## config.mk

```make
export PLATFORM = sky130hd
export DESIGN_NAME = aes128_key_sched
export DESIGN_NICKNAME = d
export VERILOG_FILES = /design/src/rtl/aes128_key_sched.sv
export SDC_FILE = /design/constraint.sdc
export NUM_CORES = 2
export LEC_CHECK = 0
export BUFFER_PORTS_ARGS = -buffer_cell sky130_fd_sc_hd__buf_2
export CAP_MARGIN = 15
export CORE_MARGIN = 2
export CORE_UTILIZATION = 55
export DETAILED_ROUTE_END_ITERATION = 16
export GPL_TIMING_DRIVEN = 0
export HOLD_SLACK_MARGIN = 0.02
export PLACE_DENSITY = 0.74
export SYNTH_ARGS = -nofsm -noshare
export SYNTH_HDL_FRONTEND = slang
export SYNTH_SLANG_ARGS = --single-unit
```

## constraint.sdc

```tcl
create_clock -name clk -period 18.1 [get_ports clk]
set_clock_uncertainty 0.15 [all_clocks]
set_input_delay 2.715 -clock clk [delete_from_list [all_inputs] [get_ports clk]]
set_output_delay 2.715 -clock clk [all_outputs]
set_load 0.01 [all_outputs]
```

## src/rtl/aes128_key_sched.sv

```systemverilog
// Iterative AES-128 key expansion: one full round key per cycle over a valid/ready handshake.
// Optional AES_KEY_SCHED_STORE_EN adds an 11-entry round-key store with a registered read port.
module aes128_key_sched #(
  parameter int NR = 10
) (
  input  logic         clk,
  input  logic         rst,
  input  logic         start,
  input  logic [127:0] key_in,
  output logic         busy,
  output logic         rk_valid,
  input  logic         rk_ready,
  output logic [127:0] rk_out,
  output logic [3:0]   rk_round,
  output logic         done
`ifdef AES_KEY_SCHED_STORE_EN
  ,
  input  logic [3:0]   rd_idx,
  output logic [127:0] rd_key
`endif
);

  generate
    if (NR < 1 || NR > 10) begin : g_bad_nr
      $error("aes128_key_sched: NR must be in 1..10");
    end
  endgenerate

  localparam logic [3:0] LAST = 4'(NR);

  typedef enum logic [0:0] {IDLE, EMIT} state_t;

  state_t      state;
  logic [7:0]  rcon;
  logic [31:0] w0, w1, w2, w3, rot, t;
  logic [31:0] n0, n1, n2, n3;
  logic        xfer;

  function automatic logic [7:0] xtime(input logic [7:0] x);
    return {x[6:0], 1'b0} ^ (x[7] ? 8'h1b : 8'h00);
  endfunction

  function automatic logic [7:0] gf_mul(input logic [7:0] x, input logic [7:0] y);
    logic [7:0] a, b, p;
    a = x;
    b = y;
    p = 8'h00;
    for (int i = 0; i < 8; i++) begin
      if (b[0]) p = p ^ a;
      a = xtime(a);
      b = b >> 1;
    end
    return p;
  endfunction

  // x^254 is the multiplicative inverse in GF(2^8) and maps 0 to 0 as AES requires.
  function automatic logic [7:0] gf_inv(input logic [7:0] x);
    logic [7:0] sq, acc;
    sq  = x;
    acc = 8'h01;
    for (int i = 0; i < 7; i++) begin
      sq  = gf_mul(sq, sq);
      acc = gf_mul(acc, sq);
    end
    return acc;
  endfunction

  function automatic logic [7:0] sbox(input logic [7:0] x);
    logic [7:0] b;
    b = gf_inv(x);
    return b ^ {b[6:0], b[7]} ^ {b[5:0], b[7:6]} ^ {b[4:0], b[7:5]} ^ {b[3:0], b[7:4]} ^ 8'h63;
  endfunction

  assign w0  = rk_out[127:96];
  assign w1  = rk_out[95:64];
  assign w2  = rk_out[63:32];
  assign w3  = rk_out[31:0];
  assign rot = {w3[23:0], w3[31:24]};
  assign t   = {sbox(rot[31:24]), sbox(rot[23:16]), sbox(rot[15:8]), sbox(rot[7:0])}
               ^ {rcon, 24'h000000};
  assign n0  = w0 ^ t;
  assign n1  = w1 ^ n0;
  assign n2  = w2 ^ n1;
  assign n3  = w3 ^ n2;

  assign xfer = (state == EMIT) && rk_valid && rk_ready;

  always_ff @(posedge clk) begin
    if (rst) begin
      state    <= IDLE;
      busy     <= 1'b0;
      rk_valid <= 1'b0;
      rk_out   <= '0;
      rk_round <= '0;
      rcon     <= 8'h01;
      done     <= 1'b0;
    end else begin
      done <= 1'b0;
      case (state)
        IDLE: begin
          if (start) begin
            rk_out   <= key_in;
            rk_round <= '0;
            rcon     <= 8'h01;
            rk_valid <= 1'b1;
            busy     <= 1'b1;
            state    <= EMIT;
          end
        end
        EMIT: begin
          if (xfer) begin
            if (rk_round == LAST) begin
              rk_valid <= 1'b0;
              busy     <= 1'b0;
              done     <= 1'b1;
              state    <= IDLE;
            end else begin
              rk_out   <= {n0, n1, n2, n3};
              rk_round <= rk_round + 4'd1;
              rcon     <= xtime(rcon);
            end
          end
        end
        default: state <= IDLE;
      endcase
    end
  end

`ifdef AES_KEY_SCHED_STORE_EN
  logic [127:0] store [0:10];

  always_ff @(posedge clk) begin
    if (xfer) store[rk_round] <= rk_out;
  end

  always_ff @(posedge clk) begin
    if (rst) rd_key <= '0;
    else if (rd_idx > LAST) rd_key <= '0;
    else rd_key <= store[rd_idx];
  end
`endif

endmodule

```

==> metrics.csv <==
metric,value,unit
run status,completed,
DRC viols,0,
"EDFF count, synth",0,
drt total wl,245800,microns
GP Congestion,1.058,
Crit-path slowest cell,xnor3_2,
Synth area leaders,"xnor2_1 21%, xnor3_1 14%, nor2_1 7.0%",
pin count of the biggest net entering global routing,17,
H-tree Lvls,4,
drt wl/cell,23.76,microns
Final nets,8921,
number of CTS-inserted buffers,17,
crit start category,register,
FP Rows,124,
number of global-route vias before repair,59930,
CTS hold repair buffers,0,
Worst EP required,18.26,ns
minimum clock period,17.55,ns
Post-synth ARST share,0,
"Cell Count, Final, Fillers Out",10350,
worst skew pair latency,0.47,ns
initial antenna violation count,81,
DRT Pass-1 Iters,7,
Area Growth Syn to Fin,9.116,%
RSZ-0062 raised after global routing,true,
DR iter-0 viols,7462,
io pins,267,
Synth Cell Area,63750,sq um
Starting Density,0.5560,
"Clk pin slew, worst setup/hold paths",0.07,ns
worst slew pin tran,1.270,ns
Storage cell area,2867,sq um
Vias per Instance,6.344,
max incr delay on CP,0.64,ns
max-slew violation count,0,
YS warnings,0,
"most used cell, CP",xnor3_1,
ratio of cells with drive above 1 in the final layout,0.1132,
Final Setup Violations,0,
Max-Cap Viols,0,
# port buffers,264,
Fmax,0.05698,GHz
CTS Buffer Depth,2,
final cycle utilization of the critical path,0.9696,
dpl hpwl,191300,microns
#FFs+latches synth,143,
top-count cell post-synth,xnor2_1,
CP arrival,17.71,ns
# fillers,10660,
Synth Net Count,8600,
TritonCTS clock tree,built,
Via Count,65650,
Hold Path Class,reg -> reg,
crit end category,register,
Die X,344.5,microns
area of the multi-input gates,59480,sq um
fin worst setup slack,0.5496,ns
Die Height,344.5,microns
slew margin rel.,0.1471,
worst slack at placement,-2.286,ns
CTS Sinks,143,
top_reg_cell synth,dfxtp_1,
"Seq/Total Area, Yosys",0.04491,
Die ar.,118600,sq um
post-synth top area share,0.2147,
area of the core,114700,sq um
Mapped Cells,8447,
Tot GR Track Use,0.3935,
critical path class,reg -> reg,
Post-synth top cells,"1,563 x xnor2_1, 1,194 x nor2_1, 886 x nand2_1, 500 x a21oi_1, 452 x xor2_1",
post-synthesis cell type count,132,
Antenna Nets Post-Route,0,
biggest area consumer among synthesized cells,xnor2_1,
mean post-synth cell area,7.547,sq um
gr ovfl total,0,
first-pass GRT wire length,365100,microns
final hold vios,0,
placed insts,10230,
clk root buf,clkbuf_16,
Max Fanout on Critical Path,10,
[metrics by stage]
| stage | util | cell area (sq um) | setup TNS [ns] | hold slack (ns) |
|---|---|---|---|---|
| 3_5_place_dp | 0.5842 | 66980 | -107.95 | 0.3170 |
| 2_1_floorplan | - | 63750 | 0 | 0.3066 |
| 5_1_grt | 0.6061 | 69490 | -0.4845 | 0.3452 |
| 4_1_cts | 0.5944 | 68150 | -0.03266 | 0.3300 |
| 3_3_place_gp | 0.5841 | 66960 | -81.94 | 0.3092 |
| 6_report | 0.6067 | 69560 | 0 | 0.3299 |
[final cells by class]
cell class	count	share of cell area
antenna	56	0.002014
clock inverter	12	0.001439
clock buffer	20	0.006565
inverter	100	0.005612
buffer	594	0.03687
timing repair buffer	304	0.02403
sequential	143	0.04121
tap	1512	0.02720
multi-input combinational	7608	0.8551
[cell usage in the layout (no fill, tap or decap), drive strengths merged, types with 54 or more instances in the layout]
cell and n:
nand2b 73, mux2i 220, dfxtp 143, and2 63, a31oi 59, xnor3 425
a22oi 100, xor2 484, a211oi 69, nand2 888, o211ai 63, xnor2 1643
nor2 1202, nor3 217, nand3 181, mux2 54, clkbuf 416, buf 502
inv 93, a21oi 505, xor3 58, diode 56, o22ai 103, o21ai 426
nor2b 87
[registers in the layout (all words and copies together) (netlist names)]
signal	cells
state	1
rk_round	4
rk_out	128
rcon	8
busy	1
done	1
[metal layers]
metal / part of all wire / vias to the layer above / global-route usage
met1: 0.39 / 31270 / 0.5165
met4: 0.046 / 50 / 0.1573
met5: 0.0012 / - / 0
met3: 0.13 / 652 / 0.1183
li1: - / 29800 / -
met2: 0.43 / 3881 / 0.6025
[final timing paths]
path | start | to | slack, ns | cells past startpoint
setup / recovery | rk_out[6]$_SDFFE_PP0P_ | rk_out[14]$_SDFFE_PP0P_ | 0.55 | 58
hold / removal | rk_out[108]$_SDFFE_PP0P_ | rk_out[108]$_SDFFE_PP0P_ | 0.33 | 2
setup reg to reg | rk_out[6]$_SDFFE_PP0P_ | rk_out[14]$_SDFFE_PP0P_ | 0.55 | 58
hold reg to reg | rk_out[108]$_SDFFE_PP0P_ | rk_out[108]$_SDFFE_PP0P_ | 0.33 | 2
[critical path, delay by kind of cell (launching register included)]
family	cells	cell delay, ns
buffers and inverters	10	2.15
multiplexers	1	0.30
XOR/XNOR	31	10.98
AO/OA/AOI/OAI	4	0.88
adder cells (fa/ha/maj)	2	0.88
AND/OR/NAND/NOR	10	1.56
flip-flops	1	0.47
[repair_timing]
item                                    in CTS  in global routing
gates resized for setup                     92                209
endpoints found under the setup margin     128                128
buffers inserted                             4                 33
pin swaps                                    2                 14
[logic make-up after synthesis]
| logic type | Yosys count | share of synthesized area |
|---|---|---|
| and+or+nand+nor | 2928 | 0.2011 |
| xor gates and xnor gates | 2610 | 0.4794 |
| AOI/OAI and AO/OA | 1770 | 0.1800 |
| buffers and inverters | 696 | 0.04483 |
| muxes | 278 | 0.04561 |
| DFF | 143 | 0.04491 |
| adders and majority gates | 22 | 0.004279 |
Power is left out: the tool's default activity adds up to more than one toggle a clock period on the data nets, which glitch-free logic cannot reach.
